$ cat src/rtl/stat_rd_resp_pkg.sv
// Shared widths, response record, FSM states and address-compare helper
// for the per-flow statistics read responder.
package definitions_bus;

   localparam int A_WIDTH = 10;
   localparam int D_WIDTH = 32;

   typedef struct packed {
      logic [A_WIDTH-1:0] flow;
      logic [D_WIDTH-1:0] pkt_cnt;
      logic [D_WIDTH-1:0] byte_cnt;
   } StatRdResp;

   function automatic logic addr_hit(input logic               wr_en,
                                     input logic [A_WIDTH-1:0] wr_addr,
                                     input logic [A_WIDTH-1:0] rd_addr);
      return wr_en && (wr_addr == rd_addr);
   endfunction

endpackage

package definitions_mem;

   typedef enum logic [1:0] {
      IDLE_SRD,
      RD_SRD,
      CAP_SRD,
      RESP_SRD
   } states_stat_rd;

endpackage

$ cat src/rtl/stat_rd_resp_fwd.sv
// Forwarding for the read-first statistics RAM: a live write in the capture
// cycle beats a write remembered from the read cycle, which beats RAM data.
module stat_rd_fwd
   import definitions_bus::*;
(
   input  logic               clk_i,
   input  logic               rst_n_i,
   input  logic               rd_cycle_i,
   input  logic               cap_cycle_i,
   input  logic [A_WIDTH-1:0] flow_i,
   input  logic               mem_wr_en_i,
   input  logic [A_WIDTH-1:0] mem_wr_addr_i,
   input  logic [D_WIDTH-1:0] mem_pkt_wdata_i,
   input  logic [D_WIDTH-1:0] mem_byte_wdata_i,
   input  logic [D_WIDTH-1:0] mem_pkt_rdata_i,
   input  logic [D_WIDTH-1:0] mem_byte_rdata_i,
   output logic [D_WIDTH-1:0] fwd_pkt_o,
   output logic [D_WIDTH-1:0] fwd_byte_o
);

   logic               wr_hit;
   logic               pend_vld_q,  pend_vld_d;
   logic [D_WIDTH-1:0] pend_pkt_q,  pend_pkt_d;
   logic [D_WIDTH-1:0] pend_byte_q, pend_byte_d;

   assign wr_hit = addr_hit(mem_wr_en_i, mem_wr_addr_i, flow_i);

   // NOTE: sequential state uses non-blocking assignments only, so every
   // register samples the pre-edge value of every other register.
   always_ff @(posedge clk_i) begin
      if (!rst_n_i) begin
         pend_vld_q  <= 1'b0;
         pend_pkt_q  <= '0;
         pend_byte_q <= '0;
      end else begin
         pend_vld_q  <= pend_vld_d;
         pend_pkt_q  <= pend_pkt_d;
         pend_byte_q <= pend_byte_d;
      end
   end

   // NOTE: each always_comb output gets a default first, so no path through
   // the block leaves it unassigned and no latch is inferred.
   always_comb begin
      pend_vld_d  = pend_vld_q;
      pend_pkt_d  = pend_pkt_q;
      pend_byte_d = pend_byte_q;
      // Every request passes through exactly one read cycle, which rewrites
      // the pending slot, so a stale value never leaks into the next request.
      if (rd_cycle_i) begin
         pend_vld_d = wr_hit;
         if (wr_hit) begin
            pend_pkt_d  = mem_pkt_wdata_i;
            pend_byte_d = mem_byte_wdata_i;
         end
      end
   end

   always_comb begin
      fwd_pkt_o  = mem_pkt_rdata_i;
      fwd_byte_o = mem_byte_rdata_i;
      if (cap_cycle_i && wr_hit) begin
         fwd_pkt_o  = mem_pkt_wdata_i;
         fwd_byte_o = mem_byte_wdata_i;
      end else if (pend_vld_q) begin
         fwd_pkt_o  = pend_pkt_q;
         fwd_byte_o = pend_byte_q;
      end
   end

endmodule

$ cat src/rtl/stat_rd_resp.sv
// Host read responder for the per-flow statistics RAM: one outstanding
// request, single RAM read, write-forwarded snapshot returned via valid/ready.
module stat_rd_resp
   import definitions_bus::*;
   import definitions_mem::*;
(
   input  logic               clk_i,
   input  logic               rst_n_i,
   input  logic               rd_req_i,
   input  logic [A_WIDTH-1:0] rd_flow_num_i,
   output logic               rd_req_ready_o,
   output logic               rd_valid_o,
   input  logic               rd_ready_i,
   output logic [A_WIDTH-1:0] rd_flow_num_o,
   output logic [D_WIDTH-1:0] rd_pkt_cnt_o,
   output logic [D_WIDTH-1:0] rd_byte_cnt_o,
   output logic               mem_rd_en_o,
   output logic [A_WIDTH-1:0] mem_rd_addr_o,
   input  logic [D_WIDTH-1:0] mem_pkt_rdata_i,
   input  logic [D_WIDTH-1:0] mem_byte_rdata_i,
   input  logic               mem_wr_en_i,
   input  logic [A_WIDTH-1:0] mem_wr_addr_i,
   input  logic [D_WIDTH-1:0] mem_pkt_wdata_i,
   input  logic [D_WIDTH-1:0] mem_byte_wdata_i
);

   states_stat_rd      state_q, state_d;
   logic [A_WIDTH-1:0] flow_q, flow_d;
   logic               mem_rd_en_q, mem_rd_en_d;
   StatRdResp          resp_q, resp_d;
   logic [D_WIDTH-1:0] fwd_pkt, fwd_byte;

   stat_rd_fwd u_fwd (
      .clk_i            (clk_i),
      .rst_n_i          (rst_n_i),
      .rd_cycle_i       (state_q == RD_SRD),
      .cap_cycle_i      (state_q == CAP_SRD),
      .flow_i           (flow_q),
      .mem_wr_en_i      (mem_wr_en_i),
      .mem_wr_addr_i    (mem_wr_addr_i),
      .mem_pkt_wdata_i  (mem_pkt_wdata_i),
      .mem_byte_wdata_i (mem_byte_wdata_i),
      .mem_pkt_rdata_i  (mem_pkt_rdata_i),
      .mem_byte_rdata_i (mem_byte_rdata_i),
      .fwd_pkt_o        (fwd_pkt),
      .fwd_byte_o       (fwd_byte)
   );

   always_ff @(posedge clk_i) begin
      if (!rst_n_i) begin
         state_q     <= IDLE_SRD;
         flow_q      <= '0;
         mem_rd_en_q <= 1'b0;
         resp_q      <= '0;
      end else begin
         state_q     <= state_d;
         flow_q      <= flow_d;
         mem_rd_en_q <= mem_rd_en_d;
         resp_q      <= resp_d;
      end
   end

   always_comb begin
      state_d     = state_q;
      flow_d      = flow_q;
      mem_rd_en_d = 1'b0;
      resp_d      = resp_q;
      case (state_q)
         IDLE_SRD: begin
            // Read strobe is registered on the accept edge so it is high
            // for exactly the RD_SRD cycle.
            if (rd_req_i) begin
               flow_d      = rd_flow_num_i;
               mem_rd_en_d = 1'b1;
               state_d     = RD_SRD;
            end
         end
         RD_SRD: state_d = CAP_SRD;
         CAP_SRD: begin
            resp_d.flow     = flow_q;
            resp_d.pkt_cnt  = fwd_pkt;
            resp_d.byte_cnt = fwd_byte;
            state_d         = RESP_SRD;
         end
         RESP_SRD: begin
            if (rd_ready_i) state_d = IDLE_SRD;
         end
         default: state_d = IDLE_SRD;
      endcase
   end

   // Ready is gated by reset so the host sees 0 for the whole reset window.
   assign rd_req_ready_o = (state_q == IDLE_SRD) && rst_n_i;
   assign rd_valid_o     = (state_q == RESP_SRD);
   assign rd_flow_num_o  = resp_q.flow;
   assign rd_pkt_cnt_o   = resp_q.pkt_cnt;
   assign rd_byte_cnt_o  = resp_q.byte_cnt;
   assign mem_rd_en_o    = mem_rd_en_q;
   assign mem_rd_addr_o  = flow_q;

endmodule

$ cat config.mk
export PLATFORM = sky130hd
export DESIGN_NAME = stat_rd_resp
export DESIGN_NICKNAME = d
export VERILOG_FILES = /design/src/rtl/stat_rd_resp_pkg.sv /design/src/rtl/stat_rd_resp_fwd.sv /design/src/rtl/stat_rd_resp.sv
export SDC_FILE = /design/constraint.sdc
export NUM_CORES = 1
export LEC_CHECK = 0
export CORE_ASPECT_RATIO = 1.1
export CORE_MARGIN = 2
export CORE_UTILIZATION = 43
export CTS_CLUSTER_SIZE = 20
export DETAILED_ROUTE_END_ITERATION = 6
export PLACE_DENSITY = 0.78
export SLEW_MARGIN = 0
export SYNTH_ARGS = -nofsm -noshare
export SYNTH_HDL_FRONTEND = slang
export SYNTH_SLANG_ARGS = --single-unit
export TNS_END_PERCENT = 50
$ cat constraint.sdc
create_clock -name clk_i -period 1.7 [get_ports clk_i]
set_clock_uncertainty 0.1 [all_clocks]
set_input_delay 0.34 -clock clk_i [delete_from_list [all_inputs] [get_ports clk_i]]
set_output_delay 0.34 -clock clk_i [all_outputs]
set_load 0.02 [all_outputs]
==> summary.txt, run 1 <==
Run status
  • Run status: complete, but fails checks
  • Failing checks: setup timing

Route
  • WL/cell: 19.5 um
  • Via count: 7725
  • Detail Route Antenna Nets: 0
  • DRC: 0
  • Drt total wl: 26300 um
  • First drt pass iteration count: 5
  • DR vias/cell: 5.74
  • Detailed Route Iter0 Violations: 619

Clocking
  • Max Buffers Root-to-Sink: 2
  • Worst skew pair latency: 0.43 ns
  • Cts bufs inserted: 17
  • CTS Hold Bufs: 0
  • CTS H-tree depth: 4
  • Clock Pin Slew Worst Setup and Hold Paths: 0.07 ns
  • Num Clock Sinks: 152
  • CTS tree: yes
  • Clk Tree Root Cell: clkbuf_16

Placed design
  • DP HPWL: 15500 um
  • Port Buffers: 239
  • Routability Congestion: 0.801
  • DP Worst Slack: -0.676 ns

Worst setup path
  • Max incr delay on CP: 0.33 ns
  • Critical path fanouts, max: 7
  • CP required: 1.90 ns
  • Most used cell along the critical path: buf_12
  • Top delay family on crit path: simple AND/OR/NAND/NOR gates
  • Critical path arrival: 2.12 ns
  • CP cell instances: xor2_2, nor4_4, buf_4, and3_4, buf_12, buf_12, o311ai_4
  • Crit path launch type: register
  • Reg2Reg Depth: 7
  • Crit Path Class: reg2reg
  • WP depth: 7
  • Crit. End Element: register
  • CP max-delay cell: dfxtp_2
  • Crit path from: mem_rd_addr_o[8]$_SDFFE_PN0P_
  • Worst Path Buf+Inv: 3
  • Reg-to-Reg Start: mem_rd_addr_o[8]$_SDFFE_PN0P_

Die
  • Chip height: 144 um
  • Die width: 132 um
  • CORE AREA: 0.0176 mm2
  • DIE AREA: 0.0190 mm2
  • Row cnt: 51
  • I/O Pins: 240
  • Starting density of the core: 43.7%

Timing
  • Final worst path period need: 1.92 ns
  • Final worst setup slack: -0.216 ns
  • RSZ-0062 raised after global routing: true
  • Worst hold slack: 0.226 ns
  • Slew margin rel.: 74.0%
  • TNS Setup: -18.63 ns
  • Final Max Tran Viols: 0
  • Fin crit share: 113%
  • Worst Max-Slew Pin Slew: 0.389 ns
  • Final hold vios: 0
  • Final setup viols: 129
  • Max Clock Freq: 522 MHz

Yosys
  • Post-synthesis cell area: 0.00769 mm2
  • Register area share after synthesis: 39.6%
  • Ys flop type: dfxtp_1
  • Dominant cell type by area after synthesis: dfxtp_1
  • Yosys top cell area share: 39.6%
  • Synthesis-stage register bit count: 152
  • Yosys warns: 0
  • Syn_nets: 1005
  • Avg Cell Area, Syn: 9.08 um2
  • Largest cells by area after synthesis: dfxtp_1, mux2i_1, nand2_1
  • Synth unique cells: 28
  • Most common cell in the netlist: dfxtp_1
  • Cell count after synthesis: 847
  • Number of enable flip-flop cells after synthesis: 0
  • Async S/R FF share, synth: 0%
  • Most instantiated cells after synthesis: dfxtp_1, nand2_1, mux2i_1

GRT
  • Vias in the first global route: 7587
  • All-Layer GR Usage: 26.3%
  • Pin count of the biggest net entering global routing: 71
  • Congestion Overflow GR: 0
  • Initial antenna violation count: 0
  • First-pass GRT wire length: 39600 um

Cells and area
  • Antenna cells: 0
  • # nets final: 1254
  • Layout cells sized above 1: 16.5%
  • Final Core Density: 69.8%
  • Area Overhead vs Synth: 59.9%

Worst hold path
  • Hold WC Path Type: in2reg
  • Worst hold path startpoint: rst_n_i
  • Hold Crit Depth: 4

Pwr
  • Peak VDD IR: 723 uV
  • Pwr Total: 12.1 mW
  • Pwr/cell area: 985 mW/mm2
  • P_leak: 5.31 nW

Run
  • Max-cap violations: 0
==> path summary, 6_finish.rpt <==
kind / slack, ns / to
worst max register to register: -0.22 / rd_byte_cnt_o[0]$_SDFFE_PN0P_
worst max-delay path: -0.22 / rd_byte_cnt_o[0]$_SDFFE_PN0P_
worst min-delay path: 0.23 / u_fwd.pend_vld_q$_SDFFE_PN0N_
worst min register to register: 0.36 / u_fwd.pend_byte_q[20]$_SDFFE_PN0P_
==> where the power goes <==
group,internal [mW],total (mW),switching [mW]
Clock,2.36,3.96,1.60
Combinational,1.96,4.02,2.06
Sequential,3.92,4.13,0.213
==> area by class of cell <==
class,count,area (um2)
well taps,238,298
repair buffers,326,3610
fillers,1317,5310
flip-flops and latches,152,3050
multi-input cells,594,4710
clock buffers,18,439
clock inverters,13,170
inverters,5,18.8
==> metrics by stage <==
step	std cells	area, um2
4_1_cts	1344	11900
3_3_place_gp	1288	10700
3_5_place_dp	1288	10700
2_1_floorplan	847	7700
5_1_grt	1346	12300
6_report	1346	12300
==> logic make-up after synthesis <==
logic type / Yosys count / share of synthesized area [%]
AND/OR/NAND/NOR: 363 / 25.7
flip-flops: 152 / 39.6
multiplexers: 139 / 18.1
buffers and inverters: 101 / 6.20
AO/OA/AOI/OAI: 77 / 8.51
XOR/XNOR: 10 / 1.14
adder cells (fa/ha/maj): 5 / 0.813
==> sequential cells by signal, summed over array words and instances (netlist names) <==
name,flops
rd_pkt_cnt_o,32
rd_flow_num_o,10
rd_byte_cnt_o,32
mem_rd_addr_o,10
u_fwd.pend_pkt_q,32
mem_rd_en_o,1
u_fwd.pend_byte_q,32
state_q,2
u_fwd.pend_vld_q,1
==> cells in the final DEF (no fill, tap or decap), types with 12 or more instances in the layout <==
master	count
and3_1	64
buf_12	28
buf_16	12
buf_4	35
clkbuf_16	19
clkdlybuf4s50_1	149
dfxtp_1	146
dlygate4sd2_1	77
mux2i_1	138
nand2_1	149
nand3b_1	64
nand4_1	65
o311ai_1	26
o311ai_2	15
o311ai_4	20
==> routing by layer <==
metal	global-route usage, %	vias to the layer above	wire (um)
met4	12.4	0	869
met3	5.54	67	1660
met1	31.4	3709	10800
met5	0	-	0
li1	-	3609	-
met2	45.7	340	13000
==> worst min-delay path: stages <==
cell     delay, ns
buf_6         0.11
inv_1         0.09
buf_4         0.14
a21oi_2       0.03
==> timing repair <==
| action | in CTS | in global routing |
|---|---|---|
| pin swaps | 34 | 31 |
| endpoints found under the setup margin | 216 | 139 |
| setup buffers | 12 | 3 |
| gates cloned | 14 | 3 |
| resized for setup | 173 | 84 |
(Power assumes the default switching activity.)
==> inputs of run 2 (changes only) <==
- SKIP_CTS_REPAIR_TIMING: default -> 1
==> run 2 against run 1 <==
  * The run still ends with setup timing left
  * Wire length shrank 2.0%
  * Core utilization grew 0.071 points
  * Total power shrank 0.18%
  * Worst setup slack gained 0.045 ns
  * Global-route usage shrank 2.5 points
  * Cell area grew 0.10%
  * First-iteration DRC count grew 1.1%
  * Maximum frequency grew 2.4%
  * Die area is the same
  * Clock-buffer cell count is the same
  * Critical path type unchanged
  * Largest cell class unchanged
==> summary.txt, run 2 (synthesis gave the netlist of run 1 again) <==
Clocking
  • CTS H-tree depth: 4
  • CTS tree: yes
  • Max Buffers Root-to-Sink: 2
  • Num Clock Sinks: 152
  • Cts bufs inserted: 17
  • Clk Tree Root Cell: clkbuf_16
  • Clock Pin Slew Worst Setup and Hold Paths: 0.07 ns
  • Worst skew pair latency: 0.43 ns

Die
  • DIE AREA: 0.0190 mm2
  • CORE AREA: 0.0176 mm2
  • Starting density of the core: 43.7%
  • Die width: 132 um
  • Row cnt: 51
  • Chip height: 144 um
  • I/O Pins: 240

Timing
  • RSZ-0062 raised after global routing: true
  • Final hold vios: 0
  • Fin crit share: 110%
  • Worst Max-Slew Pin Slew: 0.397 ns
  • Final worst path period need: 1.87 ns
  • Final worst setup slack: -0.171 ns
  • Max Clock Freq: 534 MHz
  • Final setup viols: 128
  • Slew margin rel.: 73.2%
  • Final Max Tran Viols: 0

GRT
  • Congestion Overflow GR: 0
  • First-pass GRT wire length: 36200 um
  • Pin count of the biggest net entering global routing: 71
  • Initial antenna violation count: 0
  • All-Layer GR Usage: 23.8%
  • Vias in the first global route: 7138

Pwr
  • Comb power frac: 33.2%
  • Clock power frac: 32.6%
  • Pwr Total: 12.1 mW
  • Sequential share of power: 34.2%
  • P_leak: 6.33 nW
  • Pwr/cell area: 982 mW/mm2
  • Sw Ratio: 31.5%
  • Int Power: 8.28 mW
  • Peak VDD IR: 715 uV
  • Psw: 3.81 mW

Route
  • Via count: 7592
  • Wl on met1: 10500 um
  • DR vias/cell: 5.70
  • Drt total wl: 25800 um
  • Met3 wire len: 1530 um
  • WL/cell: 19.3 um
  • Detailed Route Iter0 Violations: 626
  • Top sig layer: met4
  • First drt pass iteration count: 4
  • DRC: 0
  • Met2 wire length: 12900 um
  • Detail Route Antenna Nets: 0

Worst setup path
  • Critical path arrival: 2.06 ns
  • Crit. End Element: register
  • Crit path launch type: register
  • Crit Path Class: reg2reg
  • CP required: 1.89 ns
  • Critical path fanouts, max: 8

Cells and area
  • Filler cells: 1267
  • Area Overhead vs Synth: 60.1%
  • Layout cells sized above 1: 14.1%
  • # nets final: 1241
  • Most frequent cells in the layout: clkdlybuf4s50_1, nand2_1, dfxtp_1, mux2i_1, dlymetal6s2s_1
  • Antenna cells: 0
  • Most common cell after layout, fill and taps aside: clkdlybuf4s50_1

Placed design
  • DP HPWL: 15500 um
  • Routability Congestion: 0.801
  • Port Buffers: 239
  • DP Worst Slack: -0.676 ns

Worst hold path
  • Hold WC Path Type: in2reg

Run
  • Max-cap violations: 0

Run status
  • Run status: complete, but fails checks
  • Failing checks: setup timing
## run 2: cell count changes in the layout (fill, tap and decap cells not counted), moves of 7 or more
| cell | change |
|---|---|
| clkbuf_16 | +7 |
| o311ai_2 | -11 |
| dlymetal6s2s_1 | +85 |
| dlygate4sd2_1 | -77 |
| buf_16 | -12 |
## run 2: stage by stage
| stage | cell area, um2 | utilization [%] | TNS [ns] | hold WS [ns] | cells |
|---|---|---|---|---|---|
| detailed placement | 10700 | 60.5 | -70.13 | 0.351 | 1288 |
| CTS | 11300 | 63.9 | -29.32 | 0.209 | 1319 |
| floorplan | 7700 | - | -0.00811 | 0.338 | 847 |
| global route | 12300 | 69.9 | -21.64 | 0.207 | 1333 |
| global placement | 10700 | 60.5 | -67.28 | 0.344 | 1288 |
| finish | 12300 | 69.9 | -13.67 | 0.227 | 1333 |
## run 2: per-layer routing
metal	up-vias	track usage, %
li1	3583	-
met1	3656	28.1
met2	287	41.6
met3	66	5.78
met4	0	10.2
met5	-	0
## run 2: power groups by stage
stage	Sequential [mW]	Clock [mW]	Combinational (mW)
CTS	4.13	3.99	3.70
finish	4.13	3.94	4.01
detailed placement	4.20	0	3.68
global placement	4.19	0	3.64
global route	4.16	4.15	4.27
floorplan	4.57	0	1.40
## run 2: path summary, 6_finish.rpt
path              cells past startpoint                          endpoint                             start  slack, ns
hold reg to reg                       2  u_fwd.pend_pkt_q[5]$_SDFFE_PN0P_  u_fwd.pend_pkt_q[5]$_SDFFE_PN0P_       0.36
setup / recovery                      7      rd_pkt_cnt_o[6]$_SDFFE_PN0P_     mem_rd_addr_o[8]$_SDFFE_PN0P_      -0.17
setup reg to reg                      7      rd_pkt_cnt_o[6]$_SDFFE_PN0P_     mem_rd_addr_o[8]$_SDFFE_PN0P_      -0.17
hold / removal                        4     u_fwd.pend_vld_q$_SDFFE_PN0N_                           rst_n_i       0.23
## run 2: layout make-up
type / count / area [um2] / area share [%]
clock buffer: 18 / 439 / 3.57
clock inverter: 13 / 170 / 1.38
inverter: 5 / 18.8 / 0.152
multi-input combinational: 594 / 4680 / 38.0
sequential: 152 / 3050 / 24.8
tap: 238 / 298 / 2.42
timing repair buffer: 313 / 3660 / 29.7
## run 2: worst max-delay path, stage by stage (launching register included)
cell	delay [ns]
dfxtp_2	0.33
xor2_2	0.15
nor4_4	0.39
buf_4	0.19
buf_8	0.14
clkbuf_16	0.17
nand4_1	0.11
o311ai_0	0.15
==> inputs of run 3 (changes only) <==
- CAP_MARGIN: default -> 20
- PLACE_DENSITY: 0.78 -> 0.77
- SLEW_MARGIN: 0 -> 5
- SYNTH_HIERARCHICAL: default -> 1
==> run 3 against run 2 <==
  * The flow still finishes with violations (setup timing)
  * Clock-buffer cell count unchanged
  * Combinational power down 5.5%
  * Cell area down 5.1%
  * Critical path depth up 1
  * Critical path type is now in2reg
  * Critical endpoint is now rd_pkt_cnt_o[20]$_SDFFE_PN0P_
  * Flip-flop and latch count unchanged
==> summary.txt, run 3 <==
Timing
  • Fin crit share: 131%
  • Slew margin rel.: 28.0%
  • Final hold vios: 0
  • Final Max Tran Viols: 0
  • RSZ-0062 raised after global routing: true
  • Final worst path period need: 2.22 ns
  • Final setup viols: 131
  • Worst Max-Slew Pin Slew: 1.08 ns
  • Max Clock Freq: 450 MHz
  • Final worst setup slack: -0.521 ns

Yosys
  • Synthesis-stage register bit count: 152
  • Cell count after synthesis: 744
  • Avg Cell Area, Syn: 10.6 um2
  • Yosys top cell area share: 38.5%
  • Synth unique cells: 25
  • Syn_nets: 902
  • Largest cells by area after synthesis: dfxtp_1, mux2i_1, mux2_4
  • Post-synthesis cell area: 0.00791 mm2
  • Yosys warns: 6
  • Dominant cell type by area after synthesis: dfxtp_1
  • Register area share after synthesis: 38.5%
  • Most common cell in the netlist: nand2_1
  • Number of enable flip-flop cells after synthesis: 0
  • Async S/R FF share, synth: 0%
  • Ys flop type: dfxtp_1
  • Most instantiated cells after synthesis: nand2_1, dfxtp_1, mux2i_1

GRT
  • First-pass GRT wire length: 30200 um
  • All-Layer GR Usage: 19.3%
  • Congestion Overflow GR: 0
  • Vias in the first global route: 6011
  • Initial antenna violation count: 0
  • Pin count of the biggest net entering global routing: 219

Worst setup path
  • Critical path arrival: 2.43 ns
  • Critical path fanouts, max: 32
  • Crit path launch type: input pin
  • Reg-to-Reg Start: mem_rd_addr_o[1]$_SDFFE_PN0P_
  • CP required: 1.91 ns
  • Crit Path Class: in2reg
  • Crit path from: mem_wr_addr_i[3]
  • Crit. End Element: register

Worst hold path
  • Hold WC Path Type: reg2reg
  • Worst hold path startpoint: u_fwd/pend_pkt_q[0]$_SDFFE_PN0P_

Die
  • Starting density of the core: 43.4%
  • I/O Pins: 240
  • CORE AREA: 0.0182 mm2
  • Chip height: 146 um
  • DIE AREA: 0.0195 mm2
  • Die width: 133 um
  • Row cnt: 52

Cells and area
  • Antenna cells: 0
  • # nets final: 1147
  • Most frequent cells in the layout: nand2_1, clkdlybuf4s50_1, mux2i_1, dfxtp_1, dlymetal6s2s_1
  • Area Overhead vs Synth: 47.7%
  • Final Core Density: 64.1%
  • Layout cells sized above 1: 23.1%
  • Most common cell after layout, fill and taps aside: nand2_1

Route
  • Detailed Route Iter0 Violations: 202
  • Via count: 6005
  • Detail Route Antenna Nets: 0
  • DRC: 0
  • Drt total wl: 20200 um
  • WL/cell: 16.2 um
  • First drt pass iteration count: 4
  • DR vias/cell: 4.82

Clocking
  • Worst skew pair latency: 0.42 ns
  • Clk Tree Root Cell: clkbuf_16
  • Clock Pin Slew Worst Setup and Hold Paths: 0.06 ns
  • CTS H-tree depth: 4
  • Num Clock Sinks: 152
  • Max Buffers Root-to-Sink: 2
  • Cts bufs inserted: 17
  • CTS tree: yes

Pwr
  • Pwr/cell area: 989 mW/mm2
  • P_leak: 5.83 nW
  • Peak VDD IR: 694 uV
  • Pwr Total: 11.5 mW

Run status
  • Failing checks: setup timing
  • Run status: complete, but fails checks

Placed design
  • DP Worst Slack: -0.961 ns
  • DP HPWL: 12600 um
  • Routability Congestion: 0.749
  • Port Buffers: 239

Run
  • Max-cap violations: 0
==> run 3: stage by stage <==
step | hold WS [ns] | setup TNS, ns | std cells | instance area (um2)
floorplan | 0.331 | -30.05 | 744 | 7970
global placement | 0.339 | -96.71 | 1201 | 10600
detailed placement | 0.344 | -99.59 | 1201 | 10600
CTS | 0.349 | -55.61 | 1233 | 11100
global route | 0.369 | -52.15 | 1245 | 11700
finish | 0.355 | -42.61 | 1245 | 11700
==> run 3: critical path: stages <==
cell and delay (ns):
clkdlybuf4s50_1 0.50, xnor2_2 0.13, nand3_1 0.11, or4_4 0.56
buf_12 0.21, mux2_4 0.32, mux2i_1 0.16, nor2b_1 0.07
==> run 3: path summary, 6_finish.rpt <==
check	slack [ns]	cells after the start	end
max reg2reg	-0.49	7	rd_pkt_cnt_o[20]$_SDFFE_PN0P_
min reg2reg	0.35	2	u_fwd/pend_pkt_q[0]$_SDFFE_PN0P_
min	0.35	2	u_fwd/pend_pkt_q[0]$_SDFFE_PN0P_
max	-0.52	8	rd_pkt_cnt_o[20]$_SDFFE_PN0P_
==> run 3: per-layer routing <==
layer,routed length [um],global-route usage [%],share of wire [%]
met1,9050,23.7,45
met5,0,0,0
met4,233,6.33,1.2
met2,9710,32.1,48
met3,1240,5.97,6.1
==> run 3: area by class of cell <==
type | instances | area [um2]
clock inverters | 14 | 126
flip-flops and latches | 152 | 3080
clock buffers | 18 | 429
inverters | 4 | 15.0
fillers | 1501 | 6540
multi-input cells | 533 | 4510
repair buffers | 281 | 3210
well taps | 243 | 304
==> run 3: kinds of logic (layout without fill, tap and decap cells) <==
group / Yosys count / in the layout / synth area share [%]
AO/OA/AOI/OAI: 13 / 13 / 1.19
XOR/XNOR: 10 / 10 / 1.11
adder cells (fa/ha/maj): 5 / 5 / 0.791
buffers and inverters: 59 / 317 / 5.74
flip-flops: 152 / 152 / 38.5
multiplexers: 268 / 268 / 38.8
AND/OR/NAND/NOR: 237 / 237 / 13.9
==> run 3: report_power, final <==
group	switching (mW)	total (mW)	internal [mW]
logic	1.79	3.79	2.00
clock network	1.53	3.55	2.02
registers	0.221	4.21	3.98
